[src/rtl/corr_pkt_sched.sv]
// corr_pkt_sched: buffers one result packet per correlator channel, grants round-robin,
// and serializes a header byte plus PKT_BYTES body bytes into a shared 8-bit FIFO.
`default_nettype none

module corr_pkt_sched #(
  parameter  int N_CH      = 4,
  parameter  int PKT_BYTES = 5,
  localparam int CH_W      = $clog2(N_CH)
) (
  input  logic                        i_clk,
  input  logic                        i_rst,
  input  logic                        i_cg,
  input  logic                        i_flush,
  input  logic [N_CH-1:0]             i_req,
  input  logic [N_CH*PKT_BYTES*8-1:0] i_pkt,
  input  logic                        i_fifo_full,
  output logic                        o_fifo_push,
  output logic [7:0]                  o_fifo_data,
  output logic                        o_busy,
  output logic [CH_W-1:0]             o_chIdx,
  output logic [7:0]                  o_dropCount
);

  localparam int PKT_W = PKT_BYTES * 8;
  localparam int BI_W  = (PKT_BYTES > 1) ? $clog2(PKT_BYTES) : 1;
  localparam logic [BI_W-1:0] C_LAST_BYTE = BI_W'(PKT_BYTES - 1);

  typedef enum logic [1:0] {
    S_IDLE = 2'd0,
    S_HDR  = 2'd1,
    S_BODY = 2'd2
  } state_t;

  state_t             r_state;
  logic [PKT_W-1:0]   r_buf [N_CH];
  logic [N_CH-1:0]    r_pend;
  logic [N_CH-1:0]    r_dflag;
  logic [CH_W-1:0]    r_rr;
  logic [CH_W-1:0]    r_chIdx;
  logic [PKT_W-1:0]   r_shift;
  logic               r_hdrDrop;
  logic [BI_W-1:0]    r_byteIdx;
  logic [7:0]         r_dropCnt;

  logic               w_found;
  logic [CH_W-1:0]    w_winner;
  logic [N_CH-1:0]    w_grantVec;
  logic [N_CH-1:0]    w_dropVec;
  logic [7:0]         w_dropN;
  logic [9:0]         w_dropSum;
  logic [7:0]         w_dropSat;

  // Round-robin search: descending loop so the nearest index after r_rr is assigned last.
  always_comb begin
    w_found  = 1'b0;
    w_winner = '0;
    for (int k = N_CH; k >= 1; k--) begin
      int s;
      s = int'(r_rr) + k;
      if (s >= N_CH) s = s - N_CH;
      if (r_pend[s]) begin
        w_found  = 1'b1;
        w_winner = CH_W'(s);
      end
    end
  end

  always_comb begin
    w_grantVec = '0;
    if (r_state == S_IDLE && w_found) w_grantVec[w_winner] = 1'b1;
    w_dropVec = i_req & r_pend & ~w_grantVec;
    w_dropN   = '0;
    for (int c = 0; c < N_CH; c++) w_dropN = w_dropN + 8'(w_dropVec[c]);
    w_dropSum = {2'b00, r_dropCnt} + {2'b00, w_dropN};
    w_dropSat = (w_dropSum > 10'd255) ? 8'hFF : w_dropSum[7:0];
  end

  always_ff @(posedge i_clk) begin
    if (i_cg && !i_flush) begin
      for (int c = 0; c < N_CH; c++) begin
        if (i_req[c]) r_buf[c] <= i_pkt[c*PKT_W +: PKT_W];
      end
    end
  end

  always_ff @(posedge i_clk or posedge i_rst) begin
    if (i_rst) begin
      r_state   <= S_IDLE;
      r_pend    <= '0;
      r_dflag   <= '0;
      r_rr      <= CH_W'(N_CH - 1);
      r_chIdx   <= '0;
      r_shift   <= '0;
      r_hdrDrop <= 1'b0;
      r_byteIdx <= '0;
      r_dropCnt <= '0;
    end else if (i_cg) begin
      if (i_flush) begin
        r_state   <= S_IDLE;
        r_pend    <= '0;
        r_dflag   <= '0;
        r_dropCnt <= '0;
      end else begin
        // A grant and a fresh request on the same channel leave it pending with no drop.
        r_pend    <= (r_pend & ~w_grantVec) | i_req;
        r_dflag   <= (r_dflag & ~w_grantVec) | w_dropVec;
        r_dropCnt <= w_dropSat;
        case (r_state)
          S_IDLE: begin
            if (w_found) begin
              r_shift   <= r_buf[w_winner];
              r_hdrDrop <= r_dflag[w_winner];
              r_rr      <= w_winner;
              r_chIdx   <= w_winner;
              r_state   <= S_HDR;
            end
          end
          S_HDR: begin
            if (!i_fifo_full) begin
              r_byteIdx <= '0;
              r_state   <= S_BODY;
            end
          end
          S_BODY: begin
            if (!i_fifo_full) begin
              r_shift <= r_shift >> 8;
              if (r_byteIdx == C_LAST_BYTE) r_state <= S_IDLE;
              else r_byteIdx <= r_byteIdx + 1'b1;
            end
          end
          default: r_state <= S_IDLE;
        endcase
      end
    end
  end

  always_comb begin
    case (r_state)
      S_HDR:   o_fifo_data = {r_hdrDrop, 7'(r_chIdx)};
      S_BODY:  o_fifo_data = r_shift[7:0];
      default: o_fifo_data = 8'h00;
    endcase
  end

  assign o_fifo_push = i_cg & ~i_flush & ~i_fifo_full & ((r_state == S_HDR) | (r_state == S_BODY));
  assign o_busy      = (r_state != S_IDLE);
  assign o_chIdx     = r_chIdx;
  assign o_dropCount = r_dropCnt;

endmodule

`default_nettype wire

[config.mk]
export PLATFORM = sky130hd
export DESIGN_NAME = corr_pkt_sched
export DESIGN_NICKNAME = d
export VERILOG_FILES = /design/src/rtl/corr_pkt_sched.sv
export SDC_FILE = /design/constraint.sdc
export NUM_CORES = 1
export LEC_CHECK = 0
export CELL_PAD_IN_SITES_DETAIL_PLACEMENT = 1
export CELL_PAD_IN_SITES_GLOBAL_PLACEMENT = 2
export CORE_MARGIN = 8
export CORE_UTILIZATION = 31
export DETAILED_ROUTE_END_ITERATION = 10
export GPL_ROUTABILITY_DRIVEN = 1
export PLACE_DENSITY = 0.74
export SLEW_MARGIN = 20
export SYNTH_ARGS = -nofsm -noshare
export SYNTH_HDL_FRONTEND = slang
export SYNTH_SLANG_ARGS = --single-unit
[constraint.sdc]
create_clock -name i_clk -period 3.3 [get_ports i_clk]
set_input_delay 0.33 -clock i_clk [delete_from_list [all_inputs] [get_ports i_clk]]
set_output_delay 0.33 -clock i_clk [all_outputs]
set_load 0.01 [all_outputs]
# After elaboration in Yosys (flattened, before gate mapping)
# Memories as Yosys holds them, arrays and structs flattened.
# Cells that the tools add are included.
# word_totals
register_bits,66
ram_bits,160
input_bits,169
output_inout_bits,20
word_cells,129
mem_count,1
# mem_list
name,depth,word_bits,rd,rd_clocked_by_memory_dff,write_ports,line,source
r_buf,4,40,1,0,4,35,logic [PKT_W-1:0] r_buf [N_CH];
# op_classes
addsub,13
order_cmp,11
n_eq_ne,11
mux,59
bitwise_logic,13
reduce_logical,12
# ops
op,count
$lt A32 B4 Y1 const B,4
$mux W32,4
$mux W40,2
$pmux W40 S2,1
$mux W1,26
$mux W2,9
$and A4 B4 Y4,4
$mux W8,2
$pmux W8 S2,1
$mux W4,3
$ne A3 B3 Y1 const B,4
$sub A3 B3 Y4 const B,3
$bmux W1 S2,5
$reduce_and A5 Y1,2
$add A8 B4 Y9,1
$ge A3 B3 Y1 const B,3
$gt A9 B8 Y1 const B,1
$mux W3,3
$ne A2 B2 Y1 const B,4
$or A4 B4 Y4,2
$add A2 B2 Y3 const B,2
$pmux W2 S3,1
$pmux W3 S2,1
$reduce_and A6 Y1,1
23 further kinds,30

# Longest topological paths before layout
# depth
ltp_word,24
ltp_mapped,14
depth_no_buf,13

# Worst setup path after synthesis
# No wires, ideal clock.
# synth_path
path_kind,register to register
startpoint,register r_pend[3]
endpoint,"register r_dropCnt[4], in the netlist o_dropCount[4]"
t_arrival_ps,3305
slack_ps,-82
path_stages_with_launch,14
n_path_buf,1
path_cell_list,dfrtp_1 > buf_4 > a21o_1 > a211oi_2 > and3_1 > nand3b_1 > fa_1 > fa_1 > inv_1 > fa_1 > and2_1 > nand4_1 > a31o_2 > a21oi_1
# synth_between
elab_chain_len,21
elab_cells_between_ends,37
# synth_rtl
element,line,source
"start, declared",36,logic [N_CH-1:0] r_pend;
"start signal, assigned",105,r_pend <= (r_pend & ~w_grantVec) | i_req;
$bmux W1 S2,61,if (r_pend[s]) begin
$mux W1 (not written as such) (2 in series),61,
$mux W2 (4 in series),61,
$lt A2 B3 Y1 (not written as such) / $ge A2 B1 Y1 (equally long branches),70,if (r_state == S_IDLE && w_found) w_grantVec[w_winner] = 1'b1;
$logic_and A1 B1 Y1 (not written as such),70,
$mux W1 (not written as such),70,
$demux W1 S2,70,
$mux W4,70,
$not A4 Y4,71,w_dropVec = i_req & r_pend & ~w_grantVec;
$and A4 B4 Y4 *,71,
$add A1 B1 Y2,73,for (int c = 0; c < N_CH; c++) w_dropN = w_dropN + 8'(w_dropVec[c]);
$add A2 B1 Y3,73,
$add A3 B1 Y4 *,73,
$add A8 B4 Y9 *,74,"w_dropSum = {2'b00, r_dropCnt} + {2'b00, w_dropN};"
$gt A9 B8 Y1,75,w_dropSat = (w_dropSum > 10'd255) ? 8'hFF : w_dropSum[7:0];
$mux W8 *,75,
$mux W8 *,98,if (i_flush) begin
"end signal, assigned",107,r_dropCnt <= w_dropSat;
"end, declared",43,logic [7:0] r_dropCnt;
# Every way passes the cells marked *; elsewhere a longest branch is shown, timed or not. The select of a mux whose other input is x is not followed.
# A chain may end at the register's enable or synchronous reset.

# Worst setup path after layout
# layout_path
startpoint,register r_pend[3]
endpoint,"register r_dropCnt[2], in the netlist o_dropCount[2]"
# The elaborated chain is that of the path after synthesis.

==> flow_metrics.env <==
export IMPL_synth_area_top_cells="edfxtp_1 50%, dfrtp_1 17%, a22o_1 3.8%"
export IMPL_crit_type="flop to flop"
export IMPL_route_detailed_drc=0
export IMPL_die_h_um=192
export IMPL_critical_path_most_common_cell="fa_2"
export IMPL_drtAntennaViolNets=0
export IMPL_p_per_area_nw_per_um2=742
export IMPL_hpwl_mm=20.6
export IMPL_crit_slowest_cell="fa_1"
export IMPL_hp_class="input port to async pin"
export IMPL_skew_ns=0.0193
export IMPL_fill_cells=3203
export IMPL_dp_cells=1302
export IMPL_antenna_found_initial=0
export IMPL_ctsHoldBuffers=0
export IMPL_fin_crit_ns=3.22
export IMPL_ys_ff_latch=226
export IMPL_dpl_worst_slack_ns=-0.0361
export IMPL_required_ns=3.74
export IMPL_cts_buffer_depth=3
export IMPL_end_kind="flop"
export IMPL_worst_slew_pin_slew_ns=0.793
export IMPL_worst_path_max_fanout=7
export IMPL_start_util=0.314
export IMPL_max_slew_margin=0.472
export IMPL_timing_max_cap_violations=0
export IMPL_row_count=64
export IMPL_core_um2=30500
export IMPL_vias=6915
export IMPL_fp_dieW_um=192
export IMPL_route_final_wire_length_mm=30.6
export IMPL_cp_slowest_stage_delay_ns=0.46
export IMPL_crit_family="adder cells"
export IMPL_max_freq_ghz=0.311
export IMPL_finalWorstSetupSlack_ns=0.0826
export IMPL_maxSlewViolCount=0
export IMPL_outcome="finished clean"
export IMPL_final_cells=1360
export IMPL_cellLeakagePower_nw=4.84
export IMPL_final_cell_area_um2=13000
export IMPL_firstDrtPassIters=4
export IMPL_drt_iter0_markers=344
export IMPL_crit_path_start_kind="flop"
export IMPL_overflow=0
export IMPL_crit_buf_inv=2
export IMPL_seq_area_frac_synth=0.675
export IMPL_finalSetupViolations=0
export IMPL_die_area_um2=36700
export IMPL_ctsHtreeMaxLevel=1
export IMPL_drive_gt1_frac=0.118
export IMPL_grt_pass1_vias=7543
export IMPL_portBuffers=188
export IMPL_nets=1123
export IMPL_finalCritPeriodShare=0.975
export IMPL_antenna_cells=0
export IMPL_placed_area_um2=12000
export IMPL_cts_sinks=226
export IMPL_yosysMostFrequentCell="edfxtp_1"
export IMPL_async_reset_ff_frac=0.292
export IMPL_ys_warn_count=0
export IMPL_grtUsageTotal=0.163
export IMPL_clkLatencyLatePin_ns=0.53
export IMPL_synth_edf_count=160
export IMPL_path_clk_slew_ns=0.06
export IMPL_grt_pass1_wl_mm=45.9
export IMPL_via_per_inst=5.08
export IMPL_area_delta_synth_final_pct=35.9
export IMPL_grt_max_degree=53
export IMPL_syn_num_nets=916
export IMPL_synthCells=737
export IMPL_holdWs_ns=0.280
export IMPL_synth_common_cells="160 x edfxtp_1, 64 x dfrtp_1, 50 x a21oi_1, 47 x inv_1, 47 x nand2_1"
export IMPL_cp_data_arrival_time_ns=3.66
export IMPL_cp_cell_sequence="a21o_1, a211oi_4, and3_4, nand3b_1, fa_1, fa_2, inv_2, fa_2, and2_4, nand4_1, buf_6, a31o_2, a21oi_2"
export IMPL_r2r_start="r_pend[3]"
export IMPL_gp_congestion=0.766
export IMPL_cts_buffers_inserted=26
export IMPL_num_io_pins=189
export IMPL_synth_cell_types=56
export IMPL_hold_violations=0
export IMPL_synth_top_area_frac=0.502
export IMPL_yosys_area_top_type="edfxtp_1"
export IMPL_vdd_drop_max_mv=0.395
export IMPL_setup_tns_ns=0
export IMPL_synth_area_per_cell_um2=13.0
export IMPL_crit_start="r_pend[3]"
export IMPL_netlist_area_um2=9570
export IMPL_wl_per_cell_um=22.5
export IMPL_cts_tree="done"
export IMPL_root_buffer="clkbuf_16"
export IMPL_synth_flop_cell="edfxtp_1"
==> where the power goes <==
| group | leakage (nW) | internal, mW | total, mW | switching (mW) |
|---|---|---|---|---|
| Clock | 0.417 | 1.79 | 2.93 | 1.14 |
| Combinational | 2.11 | 1.27 | 2.97 | 1.70 |
| Sequential | 2.31 | 3.47 | 3.74 | 0.269 |
| Total | 4.84 | 6.53 | 9.64 | 3.11 |
==> cells by family (layout without fill, tap and decap cells) <==
family	after synthesis	in the layout	share of synthesized area
DFF	226	226	0.675
AOI/OAI and AO/OA	205	205	0.144
and+or+nand+nor	167	167	0.0910
buffers and inverters	100	327	0.0436
muxes	29	29	0.0310
adders and majority gates	10	10	0.0154
==> path summary, 6_finish.rpt <==
path / end / slack [ns] / cells past startpoint
hold reg to reg: r_shift[6] / 0.50 / 1
setup / recovery: o_dropCount[2] / 0.08 / 13
max in group asynchronous: r_shift[11] / 2.26 / 3
hold / removal: r_pend[3] / 0.28 / 2
setup reg to reg: o_dropCount[2] / 0.08 / 13
min in group i_clk: r_buf[2][23] / 0.36 / 1
==> final cells by class <==
class                      instances  area, um2  area share
tap                              396        495      0.0381
clock buffer                      32        694      0.0534
clock inverter                    16        171      0.0132
multi-input combinational        411       2800       0.215
timing repair buffer             230       2200       0.169
inverter                          49        184      0.0141
sequential                       226       6460       0.497
==> cell usage in the layout (no fill, tap or decap), types with 4 or more instances in the layout <==
cell / count
clkinv_1: 10
edfxtp_1: 160
nand2_1: 47
nand4_1: 33
mux2_2: 5
a21oi_1: 49
clkbuf_1: 5
bufinv_16: 4
a21o_1: 4
a22o_1: 42
nand3b_1: 4
and2_1: 8
o21a_1: 4
a22oi_1: 4
nand3_1: 39
mux2i_1: 24
inv_1: 45
and3_1: 5
buf_4: 41
nor2b_1: 4
o21ai_0: 43
ha_1: 6
a31oi_1: 34
dfrtp_1: 62
nor2_1: 10
clkdlybuf4s50_1: 188
and3_2: 4
clkbuf_16: 27
==> per-layer routing <==
metal / GRT usage / vias up / part of all wire / wire length [um]
met5: 0 / - / 0 / 0
met2: 0.278 / 186 / 0.50 / 15300
met4: 0.0340 / 0 / 0.018 / 550
li1: - / 3193 / - / -
met1: 0.212 / 3500 / 0.43 / 13300
met3: 0.0314 / 36 / 0.050 / 1540
==> stage by stage <==
stage	util	total power, mW
3_3_place_gp	0.394	6.63
3_5_place_dp	0.394	6.71
4_1_cts	0.424	9.72
2_1_floorplan	-	5.44
5_1_grt	0.426	10.1
6_report	0.426	9.64
==> registers in the layout (all words and copies together), names as in the netlist <==
name         cells
o_chIdx          2
r_shift         40
r_byteIdx        3
r_state          2
r_dflag          4
o_dropCount      8
r_rr             2
r_hdrDrop        1
r_buf          160
r_pend           4
==> repair_timing <==
action                                 CTS  global route
pin swaps                                5             6
endpoints found under the hold margin    0             0
setup endpoints to repair                5             6
buffers inserted                         6             4
resized for setup                        2             6
Note: power is estimated with default switching activity, not from simulation.
